## config.mk

```make
export PLATFORM = sky130hd
export DESIGN_NAME = ro_pair_evaluator
export DESIGN_NICKNAME = d
export VERILOG_FILES = /design/src/rtl/ro_pair_evaluator.sv
export SDC_FILE = /design/constraint.sdc
export NUM_CORES = 1
export LEC_CHECK = 0
export ABC_AREA = 1
export CORE_MARGIN = 2
export CORE_UTILIZATION = 39
export CTS_CLUSTER_SIZE = 25
export DETAILED_ROUTE_END_ITERATION = 10
export PLACE_DENSITY = 0.7
export SLEW_MARGIN = 20
export SYNTH_ARGS = -nofsm -noshare
export SYNTH_HDL_FRONTEND = slang
export SYNTH_SLANG_ARGS = --single-unit
```

## constraint.sdc

```tcl
create_clock -name Clock -period 2.11 [get_ports Clock]
set_input_delay 0.422 -clock Clock [delete_from_list [all_inputs] [get_ports Clock]]
set_output_delay 0.422 -clock Clock [all_outputs]
set_load 0.005 [all_outputs]
```

## src/rtl/ro_pair_evaluator.sv

```systemverilog
// ----------------------------------------------------------------------------
// ro_pair_evaluator
//
// Measurement controller for the RO PUF. For each ring-oscillator pair
// selected from the challenge it clears the edge counters, lets both
// oscillators run for a fixed window, waits for the counters to settle and
// then compares Count_A against Count_B. RESP_BITS comparisons are packed
// into Response and handed off on a valid/ready handshake.
//
// Optional feature (macro RO_MARGIN_EN): adds parameter MARGIN and output
// Unstable, flagging comparisons whose count difference is below MARGIN.
//
// Ports:
//   Clock       in   system clock
//   Reset       in   asynchronous, active-high reset
//   Start       in   single-cycle request, sampled only in IDLE
//   Challenge   in   [SEL_W]     starting pair index, latched on Start
//   Count_A     in   [CNT_W]     counter of RO A of the selected pair
//   Count_B     in   [CNT_W]     counter of RO B of the selected pair
//   Pair_Sel    out  [SEL_W]     RO pair mux select
//   Cnt_Clear   out              counter clear
//   Ro_Enable   out              oscillator enable
//   Busy        out              high in every state except IDLE
//   Resp_Valid  out              Response valid
//   Resp_Ready  in               consumer accepts Response
//   Response    out  [RESP_BITS] comparison bits, bit i = comparison i
//   Tie         out              sticky: some comparison had Count_A == Count_B
//   Unstable    out  [RESP_BITS] (RO_MARGIN_EN only) |A-B| < MARGIN per bit
// ----------------------------------------------------------------------------
module ro_pair_evaluator #(
    parameter int CNT_W         = 32,
    parameter int SEL_W         = 4,
    parameter int RESP_BITS     = 8,
    parameter int WINDOW        = 1024,
    parameter int CLR_CYCLES    = 2,
    parameter int SETTLE_CYCLES = 4
`ifdef RO_MARGIN_EN
    ,
    parameter int MARGIN        = 16
`endif
) (
    input  logic                 Clock,
    input  logic                 Reset,
    input  logic                 Start,
    input  logic [SEL_W-1:0]     Challenge,
    input  logic [CNT_W-1:0]     Count_A,
    input  logic [CNT_W-1:0]     Count_B,
    output logic [SEL_W-1:0]     Pair_Sel,
    output logic                 Cnt_Clear,
    output logic                 Ro_Enable,
    output logic                 Busy,
    output logic                 Resp_Valid,
    input  logic                 Resp_Ready,
    output logic [RESP_BITS-1:0] Response,
`ifdef RO_MARGIN_EN
    output logic [RESP_BITS-1:0] Unstable,
`endif
    output logic                 Tie
);

    localparam int MAX_A   = (WINDOW > CLR_CYCLES) ? WINDOW : CLR_CYCLES;
    localparam int MAX_CYC = (MAX_A > SETTLE_CYCLES) ? MAX_A : SETTLE_CYCLES;
    localparam int TW      = $clog2(MAX_CYC) + 1;
    localparam int IDX_W   = (RESP_BITS > 1) ? $clog2(RESP_BITS) : 1;

    localparam logic [TW-1:0]    CLR_LAST = TW'(CLR_CYCLES - 1);
    localparam logic [TW-1:0]    WIN_LAST = TW'(WINDOW - 1);
    localparam logic [TW-1:0]    SET_LAST = TW'(SETTLE_CYCLES - 1);
    localparam logic [IDX_W-1:0] IDX_LAST = IDX_W'(RESP_BITS - 1);

    typedef enum logic [2:0] {
        S_IDLE,
        S_CLEAR,
        S_RUN,
        S_SETTLE,
        S_COMPARE,
        S_DONE
    } state_t;

    state_t                 state_q;
    logic [TW-1:0]          timer_q;
    logic [IDX_W-1:0]       index_q;
    logic [SEL_W-1:0]       pair_sel_q;
    logic                   cnt_clear_q;
    logic                   ro_enable_q;
    logic                   busy_q;
    logic                   resp_valid_q;
    logic [RESP_BITS-1:0]   response_q;
    logic                   tie_q;

    // Unsigned comparison over the full counter width.
    logic a_gt_b_d;
    logic a_eq_b_d;
    assign a_gt_b_d = (Count_A > Count_B);
    assign a_eq_b_d = (Count_A == Count_B);

`ifdef RO_MARGIN_EN
    logic [RESP_BITS-1:0] unstable_q;
    logic [CNT_W:0]       diff_d;
    logic                 unstable_d;

    // Magnitude of the difference, one bit wider so it can never wrap.
    assign diff_d     = a_gt_b_d ? ({1'b0, Count_A} - {1'b0, Count_B})
                                 : ({1'b0, Count_B} - {1'b0, Count_A});
    assign unstable_d = a_eq_b_d || (diff_d < (CNT_W+1)'(MARGIN));
    assign Unstable   = unstable_q;
`endif

    always_ff @(posedge Clock or posedge Reset) begin
        if (Reset) begin
            state_q      <= S_IDLE;
            timer_q      <= '0;
            index_q      <= '0;
            pair_sel_q   <= '0;
            cnt_clear_q  <= 1'b0;
            ro_enable_q  <= 1'b0;
            busy_q       <= 1'b0;
            resp_valid_q <= 1'b0;
            response_q   <= '0;
            tie_q        <= 1'b0;
`ifdef RO_MARGIN_EN
            unstable_q   <= '0;
`endif
        end else begin
            case (state_q)
                S_IDLE: begin
                    if (Start) begin
                        state_q     <= S_CLEAR;
                        timer_q     <= '0;
                        index_q     <= '0;
                        pair_sel_q  <= Challenge;
                        response_q  <= '0;
                        tie_q       <= 1'b0;
                        cnt_clear_q <= 1'b1;
                        busy_q      <= 1'b1;
`ifdef RO_MARGIN_EN
                        unstable_q  <= '0;
`endif
                    end
                end

                S_CLEAR: begin
                    if (timer_q == CLR_LAST) begin
                        timer_q     <= '0;
                        cnt_clear_q <= 1'b0;
                        ro_enable_q <= 1'b1;
                        state_q     <= S_RUN;
                    end else begin
                        timer_q <= timer_q + 1'b1;
                    end
                end

                S_RUN: begin
                    if (timer_q == WIN_LAST) begin
                        timer_q     <= '0;
                        ro_enable_q <= 1'b0;
                        state_q     <= S_SETTLE;
                    end else begin
                        timer_q <= timer_q + 1'b1;
                    end
                end

                S_SETTLE: begin
                    if (timer_q == SET_LAST) begin
                        timer_q <= '0;
                        state_q <= S_COMPARE;
                    end else begin
                        timer_q <= timer_q + 1'b1;
                    end
                end

                S_COMPARE: begin
                    response_q[index_q] <= a_gt_b_d;
                    if (a_eq_b_d) begin
                        tie_q <= 1'b1;
                    end
`ifdef RO_MARGIN_EN
                    unstable_q[index_q] <= unstable_d;
`endif
                    if (index_q == IDX_LAST) begin
                        state_q <= S_DONE;
                    end else begin
                        // Pair_Sel always equals base + index, so stepping it
                        // by one gives the modulo-2^SEL_W wrap for free.
                        index_q     <= index_q + 1'b1;
                        pair_sel_q  <= pair_sel_q + 1'b1;
                        cnt_clear_q <= 1'b1;
                        state_q     <= S_CLEAR;
                    end
                end

                S_DONE: begin
                    // Valid rises one cycle after the last bit is written so
                    // Response is already stable when it is presented.
                    if (!resp_valid_q) begin
                        resp_valid_q <= 1'b1;
                    end else if (Resp_Ready) begin
                        resp_valid_q <= 1'b0;
                        busy_q       <= 1'b0;
                        state_q      <= S_IDLE;
                    end
                end

                default: begin
                    state_q <= S_IDLE;
                end
            endcase
        end
    end

    assign Pair_Sel   = pair_sel_q;
    assign Cnt_Clear  = cnt_clear_q;
    assign Ro_Enable  = ro_enable_q;
    assign Busy       = busy_q;
    assign Resp_Valid = resp_valid_q;
    assign Response   = response_q;
    assign Tie        = tie_q;

endmodule

```

**Word level (Yosys, flattened, before mapping)**

Index checks and enable logic that the tools add are counted.

- $add $sub $neg: 3
- Order comparisons: 3
- Eq/ne operators: 18
- Multiplexer cells: 39
- Reductions and logical operators: 15

Operators with widths:

| kind | number |
|---|---|
| $mux W11 | 4 |
| $pmux W11 S4 | 1 |
| $eq A32 B32 Y1 | 1 |
| $gt A32 B32 Y1 | 1 |
| $mux W3 | 9 |
| $pmux W3 S6 | 1 |
| $ne A2 B2 Y1 const B | 8 |
| $pmux W8 S2 | 1 |
| $mux W1 | 12 |
| $add A11 B1 Y11 const B | 1 |
| $eq A11 B1 Y1 const B | 1 |
| $eq A11 B10 Y1 const B | 1 |
| $eq A11 B2 Y1 const B | 1 |
| $eq A3 B3 Y1 const B | 3 |
| $reduce_and A3 Y1 | 3 |
| $bwmux W8 | 1 |
| $mux W4 | 2 |
| $mux W8 | 1 |
| $pmux W4 S2 | 1 |
| $reduce_and A4 Y1 | 2 |
| $eq A3 B2 Y1 const B | 2 |
| $pmux W1 S2 | 3 |
| $pmux W3 S2 | 1 |
| $reduce_and A6 Y1 | 1 |
| 13 further kinds | 16 |

- Bits in registers: 34
- Input port bits: 72
- Output and inout bits: 17
- Word-level logic and storage cells: 88

**Longest topological paths before layout**

Gate-level depths: netlist of the first run.

- Depth after elaboration: 6
- Gate-level depth with buffers: 15
- Gate-level depth less buffers: 15

**Worst setup path after synthesis of the first run**

Ideal clock, no wire load.

- Path kind: input-to-reg
- Start: input Count_B[31]
- End: register response_q[0], in the netlist Response[0]
- Setup time: 77 ps
- Arrival time: 1,574 ps
- Data required time: 2,033 ps
- Slack: 459 ps
- Cell stages on the path: 12
- Buffers on the path: 0
- Cells stage by stage: inv_1 ha_1 nand2_1 nor2_1 nand2_1 nor2_1 nand2_1 o21ai_0 nor2_1 nand2_1 nand2_1 a21oi_1

- Word-level cells in the longest chain between the ends: 3

Ends and longest elaborated chain:

| item | RTL line | text |
|---|---|---|
| from (decl) | 47 | `input logic [CNT_W-1:0] Count_B,` |
| $gt A32 B32 Y1 | 94 | `assign a_gt_b_d = (Count_A > Count_B);` |
| $bwmux W8 | 173 | `response_q[index_q] <= a_gt_b_d;` |
| $pmux W8 S2 | 125 | `case (state_q)` |
| to (signal, indexed assignment) | 173 |  |
| to (decl) | 88 | `logic [RESP_BITS-1:0] response_q;` |

No other way between the ends.
A chain may end at the register's enable or synchronous reset.

**Final worst setup path of the first run**

- Start: input Count_B[31]
- End: register response_q[2], in the netlist Response[2]

The elaborated chain is that of the path after synthesis.

==> results.yml, run 1 <==
place:
  place_hpwl_mm: 5.320
  gp_congestion: 0.8864
  placed_cells: 559
  dpl-instance-area_mm2: 0.003761
  place_ws_ns: -0.2475
  io_buffers: 88
clock_network:
  cts_num_sinks: 34
  clk_pin_slew_worst_paths_ns: 0.07
  cts_tree: "built"
  insertion_delay_ns: 0.29
  post_cts_resized: 0
  cts_root_buffer: "clkbuf_8"
  cts_buffer_depth: 2
  cts_hold_buf: 0
  h-tree-depth: 2
  cts_made_buffers: 5
  cts_setup_buffers: 0
synth:
  synth.largest_area_cell: "dfrtp_1"
  ys_warn_count: 0
  synth_mux_area_frac: 0
  seq_area_frac_synth: 0.3104
  yosysTopAreaCellShare: 0.3104
  synth_top_family_by_area: "simple AND/OR/NAND/NOR gates"
  syn_inst: 372
  avgSynthCellArea_um2: 7.369
  synth_xor_area_frac: 0.01597
  synth_fp_nets: 481
  ys_ff_latch: 34
  yosys.area_share.simple: 0.2478
  synth_compound_area_frac: 0.1483
  netlist_top_cells_area: "dfrtp_1 (31%), ha_1 (17%), nand2_1 (11%)"
  syn_area_mm2: 0.002741
  ys_types: 36
  synthAdderAreaFrac: 0.1689
critical_path:
  path_class: "in -> reg"
  worstPathCellList: "clkdlybuf4s50_1 > inv_1 > ha_1 > nand2_1 > nor2_1 > nand2_1 > nor2_1 > nand2_1 > o21ai_0 > nor2_1 > nand2_1 > nand2_4 > a21oi_1"
  reg2reg_slack_ns: 0.29
  ff2ff_path_depth: 12
  critPathRequiredTime_ns: 2.32
  worstSetupStartpointType: "input pin"
  arrival_ns: 2.14
  worstPathMaxFanout: 8
  worst_path_largest_cell_delay_ns: 0.46
  crit_path_end_kind: "register"
  crit_path_frequent_cell: "nand2_1"
  slowest_stage: "clkdlybuf4s50_1"
finish:
  drive_above_1_share: 0.09342
  fin_area_mm2: 0.003886
  finalNetCount: 579
  fin_cells: 567
  areaGrowthSynthToFinish_pct: 41.76
  diodes: 0
routing:
  drc: 0
  route.vias.total: 2664
  highest_layer: "met4"
  met3_length_um: 303
  dr_wl_met2_mm: 3.081
  avgViaCountPerCell: 4.698
  drt_iter0_drc: 97
  m1WireLength_mm: 2.913
  detail-route-antenna-nets: 0
  totalWireLength_mm: 6.412
  wl_per_cell_um: 11.31
  drtPass1Iterations: 4
timing:
  final_hold_viol_count: 0
  period_needed_ns: 1.930
  max_slew_margin: 0.7071
  clock_skew_ns: 0.005932
  fmax_mhz: 518.2
  holdWs_ns: 0.4956
  slew_viol_final: 0
  tns_ns: 0
  rsz0062_at_grt: "yes"
  setup_viol: 0
  period_share: 0.9146
  fin_ws_ns: 0.1801
  max_slew.worst_pin.slew_ns: 0.4360
run_status:
  status: "finished clean"
power:
  ir_drop_uv: 305.8
  power.leakage_nw: 1.866
  p_per_area_mw_per_mm2: 752.7
worst_hold_path:
  min_path_cells: 2
  hp-class: "reg -> reg"
global_route:
  grt_usage: 0.1816
  antenna_found_initial: 0
  grt_pass1_wl_mm: 11.25
  grt_max_degree: 35
  grt_overflow: 0
  grt_pass1_vias: 2620
die:
  die_h_um: 87.84
  core_mm2: 0.006794
  dieArea_mm2: 0.007716
  ios: 89
  rows: 30
  die-width_um: 87.84
  initial_core_util: 0.4035
run:
  drv_cap: 0
worst paths after layout:
kind,from,end
min in group asynchronous,Reset,Response[0]$_DFFE_PP0P_
setup / recovery,Count_B[31],Response[2]$_DFFE_PP0P_
hold reg to reg,Tie$_DFFE_PP0P_,Tie$_DFFE_PP0P_
hold / removal,Tie$_DFFE_PP0P_,Tie$_DFFE_PP0P_
setup reg to reg,timer_q[0]$_DFFE_PP0P_,state_q[0]$_DFFE_PP0P_
max in group asynchronous,Reset,Tie$_DFFE_PP0P_
final cells by class:
cell class / instances / area, um2
timing repair buffer: 93 / 918.4
clock inverter: 3 / 45.04
clock buffer: 5 / 68.82
fill: 649 / 2908
multi-input combinational: 262 / 1604
tap: 96 / 120.1
sequential: 34 / 850.8
inverter: 74 / 279.0
state kept, by name, summed over array words and instances (netlist names):
register / flops
timer_q: 11
Response: 8
Pair_Sel: 4
index_q: 3
state_q: 3
Busy: 1
Cnt_Clear: 1
Resp_Valid: 1
Ro_Enable: 1
Tie: 1
worst max-delay path: cells and delay by family:
kind	cells	cell delay [ns]
fa+ha+maj	1	0.28
simple gates	8	0.72
buf+inv	2	0.50
compound gates	2	0.21
synthesized netlist by cell type, drive strengths merged:
library cell / instances
o21bai: 1
clkinv: 1
o221ai: 2
ha: 37
o21ai: 32
nand3: 13
nor3: 7
a21oi: 29
o21a: 1
o22ai: 2
xnor2: 1
buf: 2
o41ai: 1
a21o: 1
a31oi: 1
nor2: 38
or2: 1
nand4: 6
xor2: 4
dfrtp: 34
nor3b: 1
nand2: 82
inv: 73
nand3b: 2
kinds of logic (layout without fill, tap and decap cells):
| logic type | count (synthesis) | after routing |
|---|---|---|
| AND/OR/NAND/NOR | 150 | 150 |
| AO/OA/AOI/OAI | 70 | 70 |
| buffers and inverters | 76 | 175 |
| flip-flops | 34 | 34 |
| XOR/XNOR | 5 | 5 |
| adder cells (fa/ha/maj) | 37 | 37 |
placed cells by master, fill, tap and decap left out, types with 2 or more instances in the layout:
master	instances
clkdlybuf4s50_1	88
nand2_1	77
inv_1	68
ha_1	37
dfrtp_1	34
nor2_1	30
o21ai_0	29
a21oi_1	26
nand3_1	12
nor2_2	7
nor3_1	6
inv_2	5
nand4_1	5
clkbuf_8	5
buf_4	5
xor2_1	4
a21oi_2	3
nand2_2	3
o221ai_2	2
o21ai_2	2
o22ai_1	2
nand2_4	2
nand3b_1	2
clkinvlp_4	2
layer usage:
layer  GRT usage  vias up
met5           0        -
met4     0.05874        0
met3     0.04241        8
met2      0.3209       62
met1      0.2171     1202
li1            -     1392
report_power, final:
group	switching [W]	internal, W
sequential	0.000156	0.000800
clock	0.000262	0.000351
combinational	0.000724	0.000633
total	0.00114	0.00178
stage by stage:
step / power [W] / util
3_5_place_dp: 0.002331 / 0.5536
4_1_cts: 0.002955 / 0.5704
6_report: 0.002925 / 0.5720
3_3_place_gp: 0.002285 / 0.5536
2_1_floorplan: 0.001811 / -
5_1_grt: 0.003191 / 0.5720
Power figures use the tool's default switching activity.
==> run 2: changes to the inputs <==
- MAX_ROUTING_LAYER: not set -> met4
==> run 2 against run 1 <==
Sequential power barely moved. Routed wire length rose by 0.17%. Register-to-register slack barely moved. Clock power barely moved. Sequential cell count did not move. Fmax barely moved. Worst setup slack improved by 0.0018 ns. Critical endpoint unchanged. Highest routed layer unchanged.
==> results.yml, run 2 (synthesized netlist as in run 1, its figures left out) <==
power:
  combPwrFrac: 0.464
  p_per_area_mw_per_mm2: 753.5
  pwr-share-clk: 0.210
  ir_drop_uv: 306.4
  switching_share: 0.3907
  power.switching_w: 0.001144
  power_frac_seq: 0.326
  power.internal_w: 0.001784
  power_w: 0.002928
  power.leakage_nw: 1.866
run_status:
  status: "finished clean"
critical_path:
  path_class: "in -> reg"
  crit_path_frequent_cell: "nand2_1"
  critPathRequiredTime_ns: 2.32
  reg2reg_to: "state_q[0]$_DFFE_PP0P_"
  ff2ff_path_depth: 12
  worstPathMaxFanout: 8
  reg2reg_slack_ns: 0.29
  arrival_ns: 2.14
  slowest_stage: "clkdlybuf4s50_1"
  worst_path_largest_cell_delay_ns: 0.46
  worstSetupStartpointType: "input pin"
  crit_path_end_kind: "register"
  r2r_start: "timer_q[0]$_DFFE_PP0P_"
  worstPathCellList: "clkdlybuf4s50_1 > inv_1 > ha_1 > nand2_1 > nor2_1 > nand2_1 > nor2_1 > nand2_1 > o21ai_0 > nor2_1 > nand2_1 > nand2_4 > a21oi_1"
run:
  drv_cap: 0
die:
  ios: 89
  core_mm2: 0.006794
  die-width_um: 87.84
  dieArea_mm2: 0.007716
  die_h_um: 87.84
  initial_core_util: 0.4035
  rows: 30
routing:
  detail-route-antenna-nets: 0
  drt_iter0_drc: 77
  wl_per_cell_um: 11.33
  totalWireLength_mm: 6.423
  drtPass1Iterations: 4
  route.vias.total: 2661
  drc: 0
  avgViaCountPerCell: 4.693
worst_hold_path:
  hp-class: "reg -> reg"
  min_path_cells: 2
  min_from: "Tie$_DFFE_PP0P_"
  worstHoldEndpoint: "Tie$_DFFE_PP0P_"
finish:
  areaGrowthSynthToFinish_pct: 41.76
  multi_input_area_mm2: 0.001604
  filler_cell_count: 649
  top_register: "timer_q"
  largest_reg_flops: 11
  final_cell_mix: "clkdlybuf4s50_1 (88), nand2_1 (77), inv_1 (68), ha_1 (37), dfrtp_1 (34)"
  finalNetCount: 579
  mostFrequentLayoutCell: "clkdlybuf4s50_1"
  drive_above_1_share: 0.09342
  fin_area_mm2: 0.003886
  diodes: 0
  seq_area_um2: 850.8
  fin_util: 0.5720
timing:
  holdWs_ns: 0.4949
  setup_viol: 0
  max_slew.worst_pin.slew_ns: 0.4403
  final_hold_viol_count: 0
  period_needed_ns: 1.928
  clock_skew_ns: 0.005973
  slew_viol_final: 0
  max_slew_margin: 0.7042
  fin_ws_ns: 0.1819
  period_share: 0.9138
  rsz0062_at_grt: "yes"
  fmax_mhz: 518.7
place:
  gp_congestion: 0.9013
  place_hpwl_mm: 5.320
  io_buffers: 88
  dpl-instance-area_mm2: 0.003761
  place_ws_ns: -0.2475
global_route:
  grt_pass1_vias: 2615
  antenna_found_initial: 0
  grt_pass1_wl_mm: 11.25
  grt_usage: 0.1875
  grt_max_degree: 35
  grt_overflow: 0
clock_network:
  cts_num_sinks: 34
  cts_root_buffer: "clkbuf_8"
  cts_tree: "built"
  cts_hold_buf: 0
  clk_pin_slew_worst_paths_ns: 0.07
  insertion_delay_ns: 0.29
  cts_buffer_depth: 2
  cts_made_buffers: 5
  h-tree-depth: 2
-- run 2: worst max-delay path, delay by kind of cell --
kind,cells,cell delay (ns)
simple gates,8,0.72
buf+inv,2,0.50
fa+ha+maj,1,0.28
compound gates,2,0.21
-- run 2: how the worst max path moves through the flow --
stage,start,to,slack [ns],cells past startpoint
after floorplan,Count_B[31],Response[0]$_DFFE_PP0P_,0.46,12
after global placement,Count_B[31],Response[0]$_DFFE_PP0P_,-0.16,13
after detailed placement,Count_B[31],Response[1]$_DFFE_PP0P_,-0.25,13
after CTS,Count_B[31],Response[1]$_DFFE_PP0P_,0.06,13
after global routing,Count_B[31],Response[5]$_DFFE_PP0P_,-0.001,13
final,Count_B[31],Response[2]$_DFFE_PP0P_,0.18,13
-- run 2: power by group through the flow --
stage | Clock, W | Combinational, W | Sequential, W
6_report | 0.000615 | 0.00136 | 0.000955
5_1_grt | 0.000655 | 0.00155 | 0.000983
4_1_cts | 0.000630 | 0.00137 | 0.000957
3_5_place_dp | 0 | 0.00136 | 0.000968
3_3_place_gp | 0 | 0.00133 | 0.000960
2_1_floorplan | 0 | 0.000874 | 0.000937
-- run 2: layout make-up --
class	instances	share of cell area
Multi-Input combinational cell	262	0.4127
Sequential cell	34	0.2189
Clock buffer	5	0.01771
Clock inverter	3	0.01159
Inverter	74	0.07180
Timing Repair Buffer	93	0.2363
Tap cell	96	0.03091
-- run 2: routing by layer --
metal | share of wire | up-vias | track usage
met5 | 0 | - | -
met4 | 0.018 | 0 | 0.05874
met3 | 0.042 | 8 | 0.03864
met2 | 0.48 | 60 | 0.3209
met1 | 0.46 | 1197 | 0.2200
li1 | - | 1396 | -
-- run 2: what timing repair did --
| action | 4_1_cts | 5_1_grt |
|---|---|---|
| gates resized for setup | 0 | 3 |
| endpoints found under the setup margin | 0 | 8 |
| buffers inserted | 0 | 0 |
-- run 2: stage by stage --
stage | setup TNS [ns] | std cells
3_3_place_gp | -1.278 | 559
3_5_place_dp | -1.847 | 559
6_report | 0 | 567
2_1_floorplan | 0 | 372
4_1_cts | 0 | 567
5_1_grt | -0.001428 | 567
==> run 3: changes to the inputs <==
- CORE_MARGIN: 2 -> 10
==> run 3 against run 2 <==
Global-route usage down 5.5 points. Sequential share of layout area down 0.098 points. Non-clock buffer count grew 1. Sequential cell count is the same. Highest routed layer unchanged. Critical path depth decreased by 3.
==> results.yml, run 3 (synthesized netlist as in run 1, its figures left out) <==
run_status:
  status: "finished clean"
finish:
  fin_area_mm2: 0.003904
  fin_cells: 567
  drive_above_1_share: 0.1019
  mostFrequentLayoutCell: "clkdlybuf4s50_1"
  finalNetCount: 580
  diodes: 0
  filler_cell_count: 650
  multi_input_area_mm2: 0.001615
  areaGrowthSynthToFinish_pct: 42.40
  seq_area_um2: 850.8
  final_cell_mix: "clkdlybuf4s50_1 (88), nand2_1 (77), inv_1 (68), ha_1 (37), dfrtp_1 (34)"
  top_register: "timer_q"
  largest_reg_flops: 11
die:
  rows: 30
  die-width_um: 103.8
  dieArea_mm2: 0.01078
  ios: 89
  die_h_um: 103.8
  core_mm2: 0.006832
  initial_core_util: 0.4013
worst_hold_path:
  worstHoldEndpoint: "Tie$_DFFE_PP0P_"
  min_path_cells: 2
  hp-class: "reg -> reg"
  min_from: "Tie$_DFFE_PP0P_"
timing:
  slew_viol_final: 0
  fmax_mhz: 521.3
  clock_skew_ns: 0.005392
  final_hold_viol_count: 0
  max_slew_margin: 0.6959
  period_share: 0.9092
  period_needed_ns: 1.918
  tns_ns: 0
  setup_viol: 0
  max_slew.worst_pin.slew_ns: 0.4527
routing:
  drt_iter0_drc: 113
  drc: 0
  totalWireLength_mm: 7.103
  avgViaCountPerCell: 4.697
  route.vias.total: 2663
  wl_per_cell_um: 12.53
  drtPass1Iterations: 4
  detail-route-antenna-nets: 0
global_route:
  grt_usage: 0.1322
  grt_overflow: 0
  grt_pass1_vias: 2633
  antenna_found_initial: 0
  grt_max_degree: 35
  grt_pass1_wl_mm: 11.84
place:
  gp_congestion: 0.8295
  io_buffers: 88
  dpl-instance-area_mm2: 0.003769
  place_hpwl_mm: 5.937
  placed_cells: 560
clock_network:
  cts_buffer_depth: 2
  cts_hold_buf: 0
  h-tree-depth: 2
  cts_made_buffers: 5
  insertion_delay_ns: 0.29
  cts_root_buffer: "clkbuf_8"
  cts_tree: "built"
  cts_num_sinks: 34
  post_cts_resized: 0
  clk_pin_slew_worst_paths_ns: 0.06
  cts_setup_buffers: 0
power:
  p_per_area_mw_per_mm2: 756.9
  combPwrFrac: 0.466
  ir_drop_uv: 390.0
  power.internal_w: 0.001814
  power.switching_w: 0.001141
  switching_share: 0.3862
  power.leakage_nw: 1.876
  power_frac_seq: 0.323
  pwr-share-clk: 0.211
critical_path:
  critPathRequiredTime_ns: 2.32
  cpLargestDelayFamily: "buffers and inverters"
  worstPathCellList: "clkdlybuf4s50_1 > inv_1 > ha_1 > nand2_1 > nor2_2 > nand4_1 > nor2_1 > nand3b_1 > buf_4 > o21ai_0"
  path_class: "in -> reg"
  reg2reg_to: "state_q[0]$_DFFE_PP0P_"
  reg2reg_slack_ns: 0.28
  worst_path_largest_cell_delay_ns: 0.45
  crit_buf_inv: 3
  r2r_start: "timer_q[0]$_DFFE_PP0P_"
  arrival_ns: 2.13
  ff2ff_path_depth: 12
  worstPathMaxFanout: 2
  crit_path_end_kind: "register"
  worstSetupStartpointType: "input pin"
  slowest_stage: "clkdlybuf4s50_1"
run:
  drv_cap: 0
## run 3: cell types whose count changed in the layout (fill, tap and decap cells not counted)
cell	change
a21oi_1	-1
nor2_1	-3
buf_4	+1
clkbuf_8	+1
nor2_2	+3
clkinvlp_4	-2
a21oi_2	+1
## run 3: worst max path at each step
stage / endpoint / startpoint / cells past startpoint
floorplan: Response[0]$_DFFE_PP0P_ / Count_B[31] / 12
global placement: Response[1]$_DFFE_PP0P_ / Count_B[31] / 13
detailed placement: Response[5]$_DFFE_PP0P_ / Count_B[31] / 13
CTS: Response[0]$_DFFE_PP0P_ / Count_B[31] / 13
global route: Tie$_DFFE_PP0P_ / Count_B[7] / 10
finish: Tie$_DFFE_PP0P_ / Count_B[7] / 10
## run 3: tightest hold or removal path, cell delays in order, from the launching register on
cell and delay, ns:
dfrtp_1 0.34, nand2_1 0.05, o21ai_0 0.06
## run 3: cell type report
| class | count | area share |
|---|---|---|
| flip-flops and latches | 34 | 0.2179 |
| clock buffers | 6 | 0.02115 |
| inverters | 74 | 0.07147 |
| clock inverters | 1 | 0.007692 |
| multi-input cells | 262 | 0.4138 |
| well taps | 96 | 0.03077 |
| repair buffers | 94 | 0.2372 |
## run 3: per-stage QoR
step	hold slack [ns]	setup WS [ns]	total power (W)	utilization
2_1_floorplan	0.4763	0.4585	0.001811	-
3_3_place_gp	0.4709	-0.1666	0.002296	0.5516
3_5_place_dp	0.4762	-0.2412	0.002344	0.5516
4_1_cts	0.4909	0.05553	0.002973	0.5681
5_1_grt	0.5412	-0.006510	0.003221	0.5714
6_report	0.4839	0.1917	0.002955	0.5714
## run 3: power groups by stage
stage	Sequential (W)	Clock, W	Combinational [W]
2_1_floorplan	0.000937	0	0.000874
3_3_place_gp	0.000959	0	0.00134
3_5_place_dp	0.000968	0	0.00138
4_1_cts	0.000957	0.000633	0.00138
5_1_grt	0.000979	0.000664	0.00158
6_report	0.000956	0.000623	0.00138
## run 3: per-layer routing
metal	track usage	wire length, um	vias to the layer above
li1	-	-	1398
met1	0.1528	3169	1202
met3	0.03036	333	8
met5	-	0	-
met2	0.2221	3513	55
met4	0.04175	86	0
